$ cat src/rtl/clkdiv_pkg.sv
// Shared types and defaults for the run-time programmable even clock divider.
package clkdiv_pkg;

    localparam int CNT_W_DEFAULT = 8;

    typedef enum logic [0:0] {
        IDLE      = 1'b0,
        WAIT_FALL = 1'b1
    } ctrl_state_e;

endpackage

$ cat src/rtl/even_div_core.sv
// Even divider: div_out spends half cycles high and half cycles low.
// load restarts the waveform at the beginning of a low phase.
module even_div_core
    import clkdiv_pkg::*;
#(
    parameter int CNT_W = CNT_W_DEFAULT
) (
    input  logic             clk,
    input  logic             resetn,
    input  logic [CNT_W-1:0] half,
    input  logic             load,
    output logic             div_out,
    output logic             div_rise,
    output logic             tc
);

    logic [CNT_W-1:0] count;

    // half is never zero, so half-1 cannot wrap.
    assign tc = (count == half - CNT_W'(1));

    // NOTE: non-blocking assignments keep every register sampling pre-edge values.
    always_ff @(posedge clk or negedge resetn) begin
        if (!resetn) begin
            count    <= '0;
            div_out  <= 1'b0;
            div_rise <= 1'b0;
        end else if (load) begin
            count    <= '0;
            div_out  <= 1'b0;
            div_rise <= 1'b0;
        end else if (tc) begin
            count    <= '0;
            div_out  <= ~div_out;
            div_rise <= ~div_out;
        end else begin
            count    <= count + CNT_W'(1);
            div_rise <= 1'b0;
        end
    end

endmodule

$ cat src/rtl/clkdiv_ratio_ctrl.sv
// Ratio-change controller: accepts a new half-period over valid/ready and
// applies it only at a falling edge of div_out so no runt pulse is produced.
module clkdiv_ratio_ctrl
    import clkdiv_pkg::*;
#(
    parameter int CNT_W        = CNT_W_DEFAULT,
    parameter int DEFAULT_HALF = 1
) (
    input  logic             clk,
    input  logic             resetn,
    input  logic             req_valid,
    input  logic [CNT_W-1:0] req_half,
    output logic             req_ready,
    output logic             div_out,
    output logic             div_rise,
    output logic [CNT_W-1:0] cur_half,
    output logic             busy,
    output logic             err
);

    if (DEFAULT_HALF == 0) begin : g_bad_default
        $error("DEFAULT_HALF must be nonzero");
    end

    ctrl_state_e      state, state_next;
    logic [CNT_W-1:0] pending, pending_next;
    logic [CNT_W-1:0] cur_half_next;
    logic             tc;
    logic             accept;
    logic             switch_now;

    assign req_ready  = (state == IDLE);
    assign busy       = (state != IDLE);
    assign accept     = req_valid && req_ready;
    assign switch_now = (state == WAIT_FALL) && tc && div_out;

    even_div_core #(
        .CNT_W (CNT_W)
    ) u_core (
        .clk      (clk),
        .resetn   (resetn),
        .half     (cur_half),
        .load     (switch_now),
        .div_out  (div_out),
        .div_rise (div_rise),
        .tc       (tc)
    );

    // NOTE: every always_comb output gets a default first so no latch is inferred.
    always_comb begin
        state_next    = state;
        pending_next  = pending;
        cur_half_next = cur_half;
        case (state)
            IDLE: begin
                if (accept && (req_half != '0) && (req_half != cur_half)) begin
                    pending_next = req_half;
                    state_next   = WAIT_FALL;
                end
            end
            WAIT_FALL: begin
                if (switch_now) begin
                    cur_half_next = pending;
                    state_next    = IDLE;
                end
            end
            default: state_next = IDLE;
        endcase
    end

    always_ff @(posedge clk or negedge resetn) begin
        if (!resetn) begin
            state    <= IDLE;
            pending  <= '0;
            cur_half <= CNT_W'(DEFAULT_HALF);
            err      <= 1'b0;
        end else begin
            state    <= state_next;
            pending  <= pending_next;
            cur_half <= cur_half_next;
            err      <= accept && (req_half == '0);
        end
    end

endmodule

$ cat config.mk
export PLATFORM = sky130hd
export DESIGN_NAME = clkdiv_ratio_ctrl
export DESIGN_NICKNAME = d
export VERILOG_FILES = /design/src/rtl/clkdiv_pkg.sv /design/src/rtl/even_div_core.sv /design/src/rtl/clkdiv_ratio_ctrl.sv
export SDC_FILE = /design/constraint.sdc
export NUM_CORES = 1
export LEC_CHECK = 0
export ABC_AREA = 1
export CAP_MARGIN = 20
export CORE_ASPECT_RATIO = 0.9
export CORE_MARGIN = 5
export CORE_UTILIZATION = 35
export DETAILED_ROUTE_END_ITERATION = 16
export DONT_BUFFER_PORTS = 1
export GPL_ROUTABILITY_DRIVEN = 0
export GPL_TIMING_DRIVEN = 1
export SKIP_CTS_REPAIR_TIMING = 1
export SKIP_LAST_GASP = 1
export SYNTH_ARGS = -nofsm -noshare
export SYNTH_HDL_FRONTEND = slang
export SYNTH_HIERARCHICAL = 1
export SYNTH_SLANG_ARGS = --single-unit
$ cat constraint.sdc
create_clock -name clk -period 3.5 [get_ports clk]
set_clock_uncertainty 0.1 [all_clocks]
set_input_delay 0.175 -clock clk [delete_from_list [all_inputs] [get_ports clk]]
set_output_delay 0.175 -clock clk [all_outputs]
set_load 0.005 [all_outputs]
# After elaboration in Yosys (flattened, before gate mapping)
# Index checks and enable logic that the tools add are counted.
# word_totals
regBits	28
input_bits	11
output_inout_bits	13
word_cells	33
# op_classes
add_sub_neg	2
n_eq_ne	2
muxes	9
bitwise_logic	2
n_reduce_logical	11
# ops
operator	n
two-way mux 8 bit	2
adder 8 x 1 -> 8 bit, second input constant	1
== test 8 bit	1
logical NOT 8 bit	1
!= test 8 bit	1
nonzero test 8 bit	1
subtractor 8 x 1 -> 8 bit, second input constant	1
logical AND 1 bit	6
two-way mux 1 bit	6
AND reduction 2 bit	2
inverter 1 bit	2
one-hot mux 1 bit (2 select lines)	1
nonzero test 2 bit	1

# Logic depth before layout (Yosys ltp)
# logic_depth
depth_word	6
ltp_mapped	17

# Cells and area by module
# Netlist, hierarchy kept.
# by_module_without_submodules
module	instances	cells_per_inst	area_per_inst_um2	seq_area_each_um2
clkdiv_ratio_ctrl	1	110	865.8	451.7
even_div_core	1	114	810.8	250.2

# Least setup slack after synthesis
# OpenSTA, ideal clock, no wires.
# synth_path
kind	register -> register
startpoint	reg cur_half[0]
endpoint	reg u_core.count[2]
setup_time_ps	121
arrival_ps	2270
required_ps	3279
path_slack_ps	1009
path_stages_with_launch	17
path_buffers	1
synth_period_minus_slack_ps	2491
path_cell_list	dfstp_2 -> inv_2 -> ha_1 -> inv_1 -> nand2_1 -> nand2_1 -> nor2_2 -> nand3_1 -> a21oi_4 -> nand3_4 -> inv_1 -> nand3_1 -> inv_1 -> buf_2 -> inv_1 -> nand2_8 -> nor2_2
# synth_via
elab_chain_cells	5
# synth_lines
item	line_no	rtl
from (decl)	clkdiv_ratio_ctrl.sv:16	output logic [CNT_W-1:0] cur_half,
from (signal assigned)	clkdiv_ratio_ctrl.sv:75	cur_half <= CNT_W'(DEFAULT_HALF);
from (signal assigned)	clkdiv_ratio_ctrl.sv:80	cur_half <= cur_half_next;
subtractor 8 x 1 -> 8 bit	even_div_core.sv:20	assign tc = (count == half - CNT_W'(1));
== test 8 bit	even_div_core.sv:20	
via tc	clkdiv_ratio_ctrl.sv:28	logic tc;
logical AND 1 bit (2 in a row)	clkdiv_ratio_ctrl.sv:35	assign switch_now = (state == WAIT_FALL) && tc && div_out;
via switch_now	clkdiv_ratio_ctrl.sv:30	logic switch_now;
two-way mux 8 bit	even_div_core.sv:28	end else if (load) begin
to (signal assigned)	even_div_core.sv:37	count <= count + CNT_W'(1);
to (decl)	even_div_core.sv:17	logic [CNT_W-1:0] count;
# The timed path passes the listed nets, and every way through them passes these cells.
# A chain may end at the register's enable or synchronous reset.

# Worst setup path in the final report
# layout_path
startpoint	reg cur_half[0]
endpoint	reg u_core.count[0]
# layout_via
elab_chain_cells	5
# layout_lines
item	line_no
subtractor 8 x 1 -> 8 bit (*)	even_div_core.sv:20
== test 8 bit (*)	even_div_core.sv:20
via tc	clkdiv_ratio_ctrl.sv:28
logical AND 1 bit (2 in a row)	clkdiv_ratio_ctrl.sv:35
two-way mux 8 bit (*)	even_div_core.sv:28
# Mark *: on every way through the listed nets, which the timed path passes. The rest lies on a longest branch.

==> results.md <==
* Residual DRC count at 0
* Count of state elements after synthesis at 28
* CP arrival at roughly 2.9 ns
* Antenna violations before repair at 0
* Root buffer cell: sky130_fd_sc_hd__clkbuf_8
* Placement row count at 23
* Post-synth top area share at 40.3%
* Family of cells with the greatest summed delay on the critical path: simple AND/OR/NAND/NOR gates
* I/O pins at 24
* Startpoint kind of the worst setup timing path: flip-flop
* Number of iterations in the first detailed-routing pass at 4
* Number of clock sinks at 28
* # setup viols final at 0
* Synthesized netlist cell count at 224
* Core Box Area at around 4500 um2
* Fin. Hold Viols at 0
* Worst stage delay on the critical path at slightly below 0.6 ns
* Arithmetic-cell share of the synthesized area counting full adders, half adders and majority gates at 1.49%
* Cell types with the highest counts after synthesis: sky130_fd_sc_hd__nand2_1, sky130_fd_sc_hd__dfrtp_1, sky130_fd_sc_hd__inv_1, sky130_fd_sc_hd__nand3_1, sky130_fd_sc_hd__nor2_2
* Area Growth Syn to Fin at 14.2%
* Die width at a little over 80 um
* Yosys top cell by area: sky130_fd_sc_hd__dfrtp_1
* Insertion delay to the later sink of the worst-skew pair at 0.27 ns
* Maximum resistive drop on vdd at between 0.15 and 0.2 mV
* Most common cell in the synthesized netlist: sky130_fd_sc_hd__nand2_1
* Share of the synthesized netlist area taken by xor and xnor gates at 5.75%
* Crit path max-delay cell type: sky130_fd_sc_hd__dfstp_2
* Via count of the routed design at 1,350
* Comb power frac at about 4.8%
* Net Switching at 0.117 mW
* DR WL/cell at 12.8 um
* Power density over the cells at between 200 and 300 nW/um2
* Count of flip-flops with a built-in enable after synthesis at 0
* Share of synthesized area spent on multiplexers at 0%
* Half-perimeter wire length of the detailed placement result at between 2000 and 3000 um
* Inserted Diodes at 0
* Transition time at the pin with the least slew margin at 0.424 ns
* Period Utilization, post-route at 80.8%
* Combinational family with the most area after synthesis: simple AND/OR/NAND/NOR gates
* Total gr overflow at 0
* Non-filler cells, final at roughly 300
* Clock power frac at 36.8%
* Internal power component at 0.437 mW
* Share of power burned in registers at about 60%
* Nets@finish at 251
* Cell chain of the critical path: inv_2 > ha_1 > nand2_1 > nand2_1 > nor2_2 > nand3_1 > a21oi_4 > nand3_4 > inv_1 > nand3_1 > inv_1 > inv_1 > nand2_8 > nor2_2
* TNS Setup at 0 ns
* Static Leak at 0.985 nW
* Minimum period implied by the final worst setup slack at 2.83 ns
* Switching Share at a little over a fifth
* Number of port buffers at 0
* Number of buffer and inverter stages on the critical path at 4
* Post-synthesis instance area at 1680 um2
* Outcome: finished, final reports clean
* Endpoint type of the worst setup path: flip-flop
* Sequential share of the synthesized area at 41.9%
* Wire length of the first global-routing pass at 6540 um
* Cell seen most often among critical-path stages: sky130_fd_sc_hd__inv_1
* Share of final-layout standard cells stronger than drive strength 1 at 14.8%
* Synth top area cells: sky130_fd_sc_hd__dfrtp_1, sky130_fd_sc_hd__nand2_1, sky130_fd_sc_hd__nand3_1
* TritonCTS buffer count at 3
* Number of global-route vias before repair at 1,327
* Warnings, synthesis at 6
* Worst relative slew slack at 71.7%
* Clk pin slew, worst setup/hold paths at roughly 0.1 ns
* H-tree depth reported by CTS at 1
* Post-synth cell types at 22
* Instance count after placement with tap cells included at 285
* TritonCTS clock tree: done
* Complex-gate fraction of the synthesized area at between 3 and 4%
* Count of max-cap constraint violations at 0
* Worst Path Required at between 3 and 4 ns
* Max Slew Vio Count at 0
* Async set or reset register ratio after synthesis at between 90% and 100%
* Count of antenna-violating nets left after detailed routing at 0
* Class of the most critical hold timing path: input port to flip-flop
* Deepest clock path buffer count at 2
* Average via count per standard cell at 4.52
* Initial Util at about 37%
* Most used flip-flop cell after synthesis: sky130_fd_sc_hd__dfrtp_1
* Setup repair after global routing missed its margin: no
* Synthesized area divided by synthesized cell count at 7.48 um2
* Total Routed Length at 3840 um
* Maximum number of pins on one net before global-route repair at 29
* Simple-gate portion of the synthesized area at 39.8%
* Global-route usage over all layers at a little over an eighth
* Synthesized Nets at between 200 and 250
* Critical setup path kind: flip-flop to flip-flop
* Vertical extent of the die at 75.7 um
* Total die area at 6280 um2
* Timing-limited maximum frequency at 0.354 GHz
* Critical path fanouts, max at 16
* Number of fill cells at 508
* Drt first-iter violations at 63
[cells in the final DEF (no fill, tap or decap), types with 2 or more instances in the layout]
| cell type | instances |
|---|---|
| sky130_fd_sc_hd__xnor2_1 | 6 |
| sky130_fd_sc_hd__nand4_1 | 2 |
| sky130_fd_sc_hd__o21ai_0 | 7 |
| sky130_fd_sc_hd__inv_1 | 27 |
| sky130_fd_sc_hd__clkbuf_8 | 4 |
| sky130_fd_sc_hd__inv_2 | 5 |
| sky130_fd_sc_hd__nand2_4 | 3 |
| sky130_fd_sc_hd__dfrtp_1 | 27 |
| sky130_fd_sc_hd__dlygate4sd3_1 | 9 |
| sky130_fd_sc_hd__nor2_4 | 2 |
| sky130_fd_sc_hd__nor2_2 | 15 |
| sky130_fd_sc_hd__nand3_1 | 21 |
| sky130_fd_sc_hd__ha_1 | 2 |
| sky130_fd_sc_hd__o21ai_1 | 2 |
| sky130_fd_sc_hd__nor3_1 | 2 |
| sky130_fd_sc_hd__nor2_1 | 10 |
| sky130_fd_sc_hd__nand2_1 | 82 |
| sky130_fd_sc_hd__xor2_1 | 5 |
[through the flow]
stage	power, mW	area, um2	setup slack (ns)	hold slack, ns	util, %
after CTS	0.546	1800	0.681	-0.530	39.7
after global routing	0.579	1910	0.456	0.0128	42.1
after global placement	0.339	1750	0.811	-0.220	38.5
after detailed placement	0.339	1750	0.707	-0.220	38.5
final	0.554	1910	0.672	0.00422	42.1
after floorplan	0.338	1680	1.01	-0.221	-
[flip-flops by register name, indices dropped and copies added, names as in the netlist]
| register | cells |
|---|---|
| pending | 8 |
| cur_half | 8 |
| u_core/count | 8 |
| err | 1 |
| busy | 1 |
| u_core/div_rise | 1 |
| u_core/div_out | 1 |
[layer usage]
| layer | up-vias | track usage [%] | routed length, um |
|---|---|---|---|
| met5 | - | 0 | 0 |
| met4 | 0 | 3.27 | 36 |
| met3 | 2 | 4.32 | 202 |
| met2 | 25 | 22.4 | 1590 |
| met1 | 608 | 16.8 | 2010 |
| li1 | 715 | - | - |
[cells by family (layout without fill, tap and decap cells)]
| kind of cell | after synthesis | after routing |
|---|---|---|
| AO/OA/AOI/OAI | 10 | 10 |
| XOR/XNOR | 11 | 11 |
| adder cells (fa/ha/maj) | 2 | 2 |
| buffers and inverters | 33 | 46 |
| flip-flops | 28 | 28 |
| AND/OR/NAND/NOR | 140 | 140 |
[power by group through the flow]
stage	Sequential [mW]	Clock (mW)	Combinational, mW
2_1_floorplan	0.330	0	0.00843
3_3_place_gp	0.330	0	0.00953
3_5_place_dp	0.330	0	0.00958
4_1_cts	0.323	0.213	0.00963
5_1_grt	0.323	0.224	0.0311
6_report	0.323	0.204	0.0268
[tightest hold or removal path, delay by kind of cell]
kind             cells  cell delay [ns]
AND/OR/NAND/NOR      3             0.18
[path summary, 6_finish.rpt]
check / cells past startpoint / from / end / slack, ns
worst min-delay path: 3 / req_half[3] / err / 0.004
worst max-delay path: 14 / cur_half[0] / u_core/count[0] / 0.67
min in group asynchronous: 2 / resetn / u_core/count[2] / 0.21
worst max register to register: 14 / cur_half[0] / u_core/count[0] / 0.67
max in group asynchronous: 2 / resetn / cur_half[0] / 2.86
worst min register to register: 2 / pending[1] / pending[1] / 0.39
[layout make-up]
cell class,count,area [um2],area share [%]
Clock buffer,4,55.1,2.88
Inverter,32,120,6.27
Multi-Input combinational cell,163,850,44.4
Sequential cell,28,702,36.7
Tap cell,62,77.6,4.05
Timing Repair Buffer,10,110,5.75
No activity file was read; power rests on OpenSTA's default activity.
